--- config.mk ---
export PLATFORM = sky130hd
export DESIGN_NAME = rf_wr_arbiter
export DESIGN_NICKNAME = d
export VERILOG_FILES = /design/src/rtl/rf_wr_arbiter_pkg.sv /design/src/rtl/rf_wr_fifo.sv /design/src/rtl/rf_wr_arbiter.sv
export SDC_FILE = /design/constraint.sdc
export NUM_CORES = 1
export LEC_CHECK = 0
export ABC_AREA = 1
export CORE_ASPECT_RATIO = 1.1
export CORE_MARGIN = 4
export CORE_UTILIZATION = 48
export CTS_CLUSTER_DIAMETER = 80
export DETAILED_ROUTE_END_ITERATION = 8
export PLACE_DENSITY = 0.78
export SLEW_MARGIN = 20
export SYNTH_ARGS = -nofsm -noshare
export SYNTH_HDL_FRONTEND = slang
export SYNTH_SLANG_ARGS = --single-unit
--- constraint.sdc ---
create_clock -name Clk -period 2.8 [get_ports Clk]
set_input_delay 0.42 -clock Clk [delete_from_list [all_inputs] [get_ports Clk]]
set_output_delay 0.42 -clock Clk [all_outputs]
set_load 0.02 [all_outputs]
--- src/rtl/rf_wr_arbiter_pkg.sv ---
// Shared constants and the queued write-entry type for the register-file
// write-port arbiter.
package rf_wr_arbiter_pkg;
  localparam int REG_AW = 5;
  localparam int DATA_W = 32;
  localparam logic [REG_AW-1:0] REG_ZERO = 5'd0;
  localparam logic [REG_AW-1:0] REG_RA = 5'd31;

  typedef struct packed {
    logic [REG_AW-1:0] rw;
    logic [DATA_W-1:0] data;
  } wr_entry_t;
endpackage

--- src/rtl/rf_wr_fifo.sv ---
// In-order queue of long-latency register writes, with per-slot valid bits
// and a flat destination vector for the pending-write decode.
module rf_wr_fifo
  import rf_wr_arbiter_pkg::*;
#(
  parameter int DEPTH = 4,
  parameter int AW = 2
) (
  input  logic                    clk,
  input  logic                    reset,
  input  logic                    push,
  input  logic                    pop,
  input  wr_entry_t               din,
  output wr_entry_t               head,
  output logic                    full,
  output logic                    empty,
  output logic [DEPTH-1:0]        ent_valid,
  output logic [DEPTH*REG_AW-1:0] ent_rw
);
  wr_entry_t mem [DEPTH];
  logic [AW-1:0] rd_ptr;
  logic [AW-1:0] wr_ptr;
  logic [AW:0]   count;
  logic [DEPTH-1:0] valid;

  assign full = (count == (AW+1)'(DEPTH));
  assign empty = (count == '0);
  assign head = mem[rd_ptr];
  assign ent_valid = valid;

  always_comb begin
    ent_rw = '0;
    for (int i = 0; i < DEPTH; i++) begin
      ent_rw[i*REG_AW +: REG_AW] = mem[i].rw;
    end
  end

  always_ff @(posedge clk) begin
    if (push) mem[wr_ptr] <= din;
  end

  // Push and pop never hit the same slot: pop needs a non-empty queue and
  // push needs a non-full one, so the pointers differ whenever both fire.
  always_ff @(posedge clk) begin
    if (reset) begin
      rd_ptr <= '0;
      wr_ptr <= '0;
      count  <= '0;
      valid  <= '0;
    end else begin
      if (push) begin
        wr_ptr <= wr_ptr + AW'(1);
        valid[wr_ptr] <= 1'b1;
      end
      if (pop) begin
        rd_ptr <= rd_ptr + AW'(1);
        valid[rd_ptr] <= 1'b0;
      end
      if (push && !pop) count <= count + (AW+1)'(1);
      else if (pop && !push) count <= count - (AW+1)'(1);
    end
  end
endmodule

--- src/rtl/rf_wr_arbiter.sv ---
// Register-file write-port arbiter: WB stage has absolute priority, a queued
// long-latency port drains in idle cycles. Optional macro: RF_ARB_WAW_CHK_EN.
module rf_wr_arbiter
  import rf_wr_arbiter_pkg::*;
#(
  parameter int DEPTH = 4,
  parameter int AW = 2
) (
  input  logic                Clk,
  input  logic                Reset,
  input  logic                A_WrEn,
  input  logic [REG_AW-1:0]   A_Rw,
  input  logic [DATA_W-1:0]   A_busW,
  input  logic                B_Valid,
  output logic                B_Ready,
  input  logic [REG_AW-1:0]   B_Rw,
  input  logic [DATA_W-1:0]   B_busW,
  input  logic                R31Wr,
  input  logic [REG_AW-1:0]   Ra,
  input  logic [REG_AW-1:0]   Rb,
  output logic                WrEn,
  output logic [REG_AW-1:0]   Rw,
  output logic [DATA_W-1:0]   busW,
  output logic                BusyA,
  output logic                BusyB,
  output logic [31:0]         Pending,
  output logic                WawErr
);
  // B handshake: a beat transfers on a posedge where B_Valid and B_Ready are
  // both high; B_Ready depends only on registered occupancy (never on a pop).
  wr_entry_t head;
  logic full;
  logic empty;
  logic push;
  logic pop;
  logic r31_block;
  logic [DEPTH-1:0] ent_valid;
  logic [DEPTH*REG_AW-1:0] ent_rw;

  assign B_Ready = !full;
  assign push = B_Valid && B_Ready && (B_Rw != REG_ZERO);
  assign r31_block = (head.rw == REG_RA) && R31Wr;
  assign pop = !A_WrEn && !empty && !r31_block;

  rf_wr_fifo #(.DEPTH(DEPTH), .AW(AW)) u_fifo (
    .clk(Clk),
    .reset(Reset),
    .push(push),
    .pop(pop),
    .din('{rw: B_Rw, data: B_busW}),
    .head(head),
    .full(full),
    .empty(empty),
    .ent_valid(ent_valid),
    .ent_rw(ent_rw)
  );

  always_comb begin
    WrEn = 1'b0;
    Rw = REG_ZERO;
    busW = '0;
    if (A_WrEn) begin
      WrEn = 1'b1;
      Rw = A_Rw;
      busW = A_busW;
    end else if (pop) begin
      WrEn = 1'b1;
      Rw = head.rw;
      busW = head.data;
    end
  end

  always_comb begin
    Pending = '0;
    for (int i = 0; i < DEPTH; i++) begin
      if (ent_valid[i]) Pending[ent_rw[i*REG_AW +: REG_AW]] = 1'b1;
    end
    Pending[0] = 1'b0;
  end

  assign BusyA = (Ra != REG_ZERO) && Pending[Ra];
  assign BusyB = (Rb != REG_ZERO) && Pending[Rb];

`ifdef RF_ARB_WAW_CHK_EN
  // A WB write to a register with an older queued B write would later be
  // overwritten by that stale value; flag it until reset.
  always_ff @(posedge Clk) begin
    if (Reset) WawErr <= 1'b0;
    else if (A_WrEn && (A_Rw != REG_ZERO) && Pending[A_Rw]) WawErr <= 1'b1;
  end
`else
  assign WawErr = 1'b0;
`endif
endmodule

# Word level (Yosys, flattened, before mapping)
# Memory sizes are Yosys's and may differ from the RTL's. A register that Yosys moved wholly into a read port is not among the register bits.
# Cells that the tools add are included.
[word_totals]
register_bits = 11
latch_bits = 0
ram_bits = 148
mem_bits_ro = 0
inputBits = 89
elab_cells = 92
mem_count = 1
[classes]
addsub = 4
multipliers = 0
div = 0
n_lt_le_gt_ge = 14
n_eq_ne = 2
n_shift = 0
mux = 35
n_bitwise = 6
n_reduce_logical = 26
[memory_table]
columns = ["name", "words", "word_bits", "rd", "rd_ports_with_merged_regs", "write_ports", "line", "rtl"]
rows = [
  ["u_fifo.mem", 4, 37, 5, 1, 1, "rf_wr_fifo.sv:20", "wr_entry_t mem [DEPTH];"],
]
[ops]
columns = ["op", "count"]
rows = [
  ["2-to-1 mux 32 bit", 6],
  ["bitwise OR 32 bit", 3],
  ["< comparator 5 x 6 -> 1 bit, second input constant", 6],
  ["demux 1 bit (select 5 bit)", 4],
  [">= comparator 5 x 1 -> 1 bit, second input constant", 4],
  ["logical AND 1 bit", 15],
  ["nonzero test 5 bit", 3],
  ["2-to-1 mux 1 bit", 12],
  ["2-to-1 mux 4 bit", 3],
  ["binary-select mux 1 bit (select 5 bit)", 2],
  ["2-to-1 mux 5 bit", 2],
  ["logical NOT 1 bit", 6],
  ["< comparator 2 x 3 -> 1 bit, second input constant", 2],
  ["2-to-1 mux 3 bit", 2],
  ["equality test 5 bit, second input constant", 1],
  ["adder 2 x 1 -> 2 bit, second input constant", 2],
  ["AND 4 bit", 1],
  ["demux 1 bit (select 2 bit)", 2],
  [">= comparator 2 x 1 -> 1 bit, second input constant", 2],
  ["2-to-1 mux 2 bit", 2],
  ["inverter 4 bit", 1],
  ["bitwise OR 4 bit", 1],
  ["adder 3 x 1 -> 3 bit, second input constant", 1],
  ["equality test 3 bit, second input constant", 1],
  ["other kinds (3)", 3],
]

# Depth between registers and ports, before layout
# An unclocked memory read counts as a cell.
[logic_depth]
word_depth = 15
mapped_depth = 16

# Cells and area by module
# From an unflattened synthesis, not the netlist that was laid out.
[unflattened]
cells_unflattened = 979
area_unflattened_um2 = 8594.5
[modules_own_cells]
columns = ["mod", "n_inst", "cells_per_inst", "area_per_inst_um2"]
rows = [
  ["rf_wr_fifo", 1, 452, 6256.0],
  ["rf_wr_arbiter", 1, 527, 2338.5],
]

# Worst setup path before layout
# Ideal clock, no wire load.
[synth_path]
kind = "register to register"
startpoint = "reg u_fifo.count[0]"
endpoint = "mem u_fifo.mem[0][0] in the netlist's numbering (enable)"
setup_time_ns = 0.433
arrival_time_ns = 2.523
required_ns = 2.367
slack_ns = -0.156
path_stages_with_launch = 5
n_path_buf = 0
cell_sequence = "dfxtp_1 > inv_1 > nand3_1 > nand3_1 > nor2_1"
[synth_via]
elab_chain_len = 6
[synth_rtl]
columns = ["item", "line", "rtl"]
rows = [
  ["from (decl)", "rf_wr_fifo.sv:23", "logic [AW:0] count;"],
  ["from (signal assigned)", "rf_wr_fifo.sv:59", "if (push && !pop) count <= count + (AW+1)'(1);"],
  ["from (signal assigned)", "rf_wr_fifo.sv:60", "else if (pop && !push) count <= count - (AW+1)'(1);"],
  ["equality test 3 bit", "rf_wr_fifo.sv:26", "assign full = (count == (AW+1)'(DEPTH));"],
  ["logical NOT 1 bit", "rf_wr_arbiter.sv:40", "assign B_Ready = !full;"],
  ["named net B_Ready", "rf_wr_arbiter.sv:15", "output logic B_Ready,"],
  ["logical AND 1 bit (2 in a row)", "rf_wr_arbiter.sv:41", "assign push = B_Valid && B_Ready && (B_Rw != REG_ZERO);"],
  ["2-to-1 mux 1 bit", "rf_wr_fifo.sv:39", "if (push) mem[wr_ptr] <= din;"],
  ["2-to-1 mux 1 bit (not written as such)", "rf_wr_fifo.sv:39", ""],
  ["to (decl)", "rf_wr_fifo.sv:20", ""],
]
# The timed path passes the listed nets, and every way through them passes these cells.

==> results.cfg <==
[route]
avgRoutedWirePerCell_um = 17.5
ant_nets = 0
routed_wl_mm = 25.3
vias = 7806
viasPerCell = 5.40
dr.first_iter.drc_count = 607
dr.pass1.iters = 5
drc = 0

[clocking]
clk_path_buf_depth = 2
htreeDepth = 4
insertion_delay_ns = 0.41
numClockSinks = 161
cts-root-buf = clkbuf_16
path_clk_slew_ns = 0.07
cts_inserted_buffers = 17
cts_tree = done
hold_buffers = 0

[sta]
relSlewSlack_pct = 28.5
slew_viol_final = 0
period_minus_slack_ns = 2.71
finalHoldViolCount = 0
finalSetupViolations = 0
clock_skew_ns = 0.00778
tns_ns = 0
period_share_pct = 96.9
clock.fmax_mhz = 369
tightest_slew_ns = 1.07

[logic_synthesis]
synth_seq_cells = 161
synth.avg_cell_area_sq_um = 8.59
synth_cells = 992
synth_top_area_share_pct = 52.2
yosysWarnings = 0
synth_top_area_cell = edfxtp_1
netlist_area_sq_mm = 0.00852
synthTopCellsByArea = edfxtp_1 52%, nand2_1 11%, nor2_1 9.4%
yosysUniqueCellTypes = 28
ys_seq_area_share_pct = 55.2

[die]
io-pin-count = 163
coreArea_sq_mm = 0.0172
die_h_um = 148
die_area_sq_mm = 0.0199
rows = 50
die_w_um = 135
initial_core_util_pct = 49.5

[worst_hold_path]
hold_path.class = register to register

[finish]
design_area_sq_mm = 0.0114
layout-drive-gt1-share_pct = 12.3
area_delta_synth_final_pct = 33.8
layout.nets = 1296

[pwr]
combPwrFrac_pct = 33.5
p_int_mw = 5.41
swShare_pct = 34.4
ir_drop_mv = 0.444
p_leak_nw = 4.57
seqPwrFrac_pct = 37.2
p_clk_share_pct = 29.3
powerDensity_mw_per_mm2 = 724
power.switching_mw = 2.83

[worst_setup_path]
required_ns = 2.38
cp-end-kind = output pin
reg2reg_slack_ns = 0.37
critical_path_arrival_ns = 2.29
crit_type = register to output pin
crit_path_max_fanout = 34
cp-start-kind = register

[place]
port_buffers = 160
placed_area_sq_mm = 0.0107
dp_hpwl_mm = 18.4
routabilityCongestion = 0.993

[job]
cap_violations = 0

[global_route]
grt_pass1_wl_mm = 38.8
track_usage_pct = 24.6
grt_overflow_total = 0
grt_max_degree = 65
antenna_found_initial = 1
first_global_vias = 7553

[outcome]
status = completed
## repair_timing
action,4_1_cts,5_1_grt
gates resized for setup,67,78
setup endpoints to repair,41,48
buffers inserted,5,4
pin swaps,2,4
endpoints found under the hold margin,0,0
## sequential cells by signal, indices dropped and copies added, names as in the netlist, named ones only
name	count
u_fifo.count	3
u_fifo.wr_ptr	2
u_fifo.ent_valid	4
u_fifo.rd_ptr	2
u_fifo.mem	148
## final cells by class
cell class,count,area (sq um)
Antenna cell,1,2.50
Clock buffer,18,429
Clock inverter,14,196
Fill cell,1390,5810
Inverter,69,259
Multi-Input combinational cell,724,3450
Sequential cell,161,4710
Tap cell,234,293
Timing Repair Buffer,224,2050
## kinds of logic (layout without fill, tap and decap cells)
| kind of cell | Yosys count | count (layout) | share of synthesized area [%] |
|---|---|---|---|
| AO/OA/AOI/OAI | 152 | 152 | 11.0 |
| AND/OR/NAND/NOR | 560 | 560 | 26.4 |
| buffers and inverters | 108 | 325 | 5.79 |
| flip-flops | 161 | 161 | 55.2 |
| other | 1 | 3 | 0.0440 |
| adder cells (fa/ha/maj) | 10 | 10 | 1.56 |
## layout by cell type (no fill, tap or decap), types with 2 or more instances in the layout
| cell type | n |
|---|---|
| nand3_2 | 13 |
| a32o_1 | 32 |
| ha_1 | 9 |
| or2_2 | 2 |
| inv_2 | 6 |
| buf_12 | 4 |
| nand2_1 | 241 |
| nor2_2 | 2 |
| nor2_1 | 208 |
| o211ai_1 | 4 |
| clkdlybuf4s15_1 | 5 |
| clkdlybuf4s50_1 | 118 |
| nand3_1 | 82 |
| inv_1 | 63 |
| dfxtp_1 | 11 |
| clkbuf_16 | 17 |
| bufinv_16 | 3 |
| o21ai_0 | 40 |
| buf_2 | 2 |
| dlygate4sd2_1 | 14 |
| a31oi_1 | 3 |
| conb_1 | 2 |
| nor3_1 | 2 |
| clkdlybuf4s15_2 | 3 |
| dlygate4sd1_1 | 4 |
| clkbuf_2 | 11 |
| o21ai_1 | 20 |
| a21oi_1 | 47 |
| edfxtp_1 | 148 |
| inv_8 | 3 |
| o21ai_2 | 4 |
| nor2_4 | 4 |
| buf_4 | 60 |
| inv_6 | 4 |
| dlymetal6s2s_1 | 2 |
## metal layers
| metal | track usage [%] | share of wire [%] | up-vias |
|---|---|---|---|
| met4 | 8.11 | 2.9 | 0 |
| met2 | 44.9 | 51 | 327 |
| met3 | 4.73 | 6.5 | 64 |
| li1 | - | - | 3785 |
| met5 | 0 | 0 | - |
| met1 | 28.9 | 39 | 3630 |
## synth_stat cells
cell type,number
nand2_1,242
nor2_1,214
edfxtp_1,148
nand3_1,95
inv_1,66
o21ai_0,50
a21oi_1,48
a32o_1,32
o21ai_1,14
buf_2,13
dfxtp_1,13
clkbuf_1,10
ha_1,9
buf_4,7
buf_6,6
o211ai_1,4
a31oi_1,3
buf_1,3
inv_2,3
nor3_1,3
or2_2,2
a21boi_0,1
conb_1,1
fa_1,1
nand2_4,1
nand3b_1,1
nand4_1,1
or2_1,1
## power groups by stage
stage	Sequential (mW)	Clock [mW]	Combinational [mW]
after floorplan	3.08	0	1.71
after global placement	3.10	0	2.72
after detailed placement	3.12	0	2.80
after CTS	3.06	2.44	2.73
after global routing	3.09	2.56	3.00
final	3.07	2.42	2.76
## through the flow
step / setup slack [ns] / power (mW) / hold slack (ns) / util [%] / instances
final: 0.0880 / 8.25 / 0.514 / 66.2 / 1445
after global routing: -0.00223 / 8.65 / 0.536 / 66.2 / 1445
after CTS: -0.0000939 / 8.23 / 0.512 / 65.8 / 1440
after detailed placement: -0.0298 / 5.91 / 0.501 / 62.1 / 1403
after global placement: -0.0365 / 5.83 / 0.476 / 62.1 / 1403
after floorplan: -0.156 / 4.79 / 0.459 / - / 993
## worst max-delay path, cell delays in order (launching register included)
cell           delay (ns)
edfxtp_1             0.43
inv_1                0.14
o21ai_0              0.10
o21ai_1              0.23
nor2_2               0.07
nand3_1              0.13
nand2_4              0.07
buf_12               0.17
o21ai_0              0.15
dlygate4sd2_1        0.36
## worst paths after layout
kind,end,start,cells past startpoint
max,busW[1],u_fifo.mem[3][33],9
min,u_fifo.count[2],u_fifo.count[2],2
max reg2reg,u_fifo.count[2],register,16
min reg2reg,u_fifo.count[2],u_fifo.count[2],2
Note: power is estimated with default switching activity, not from simulation.
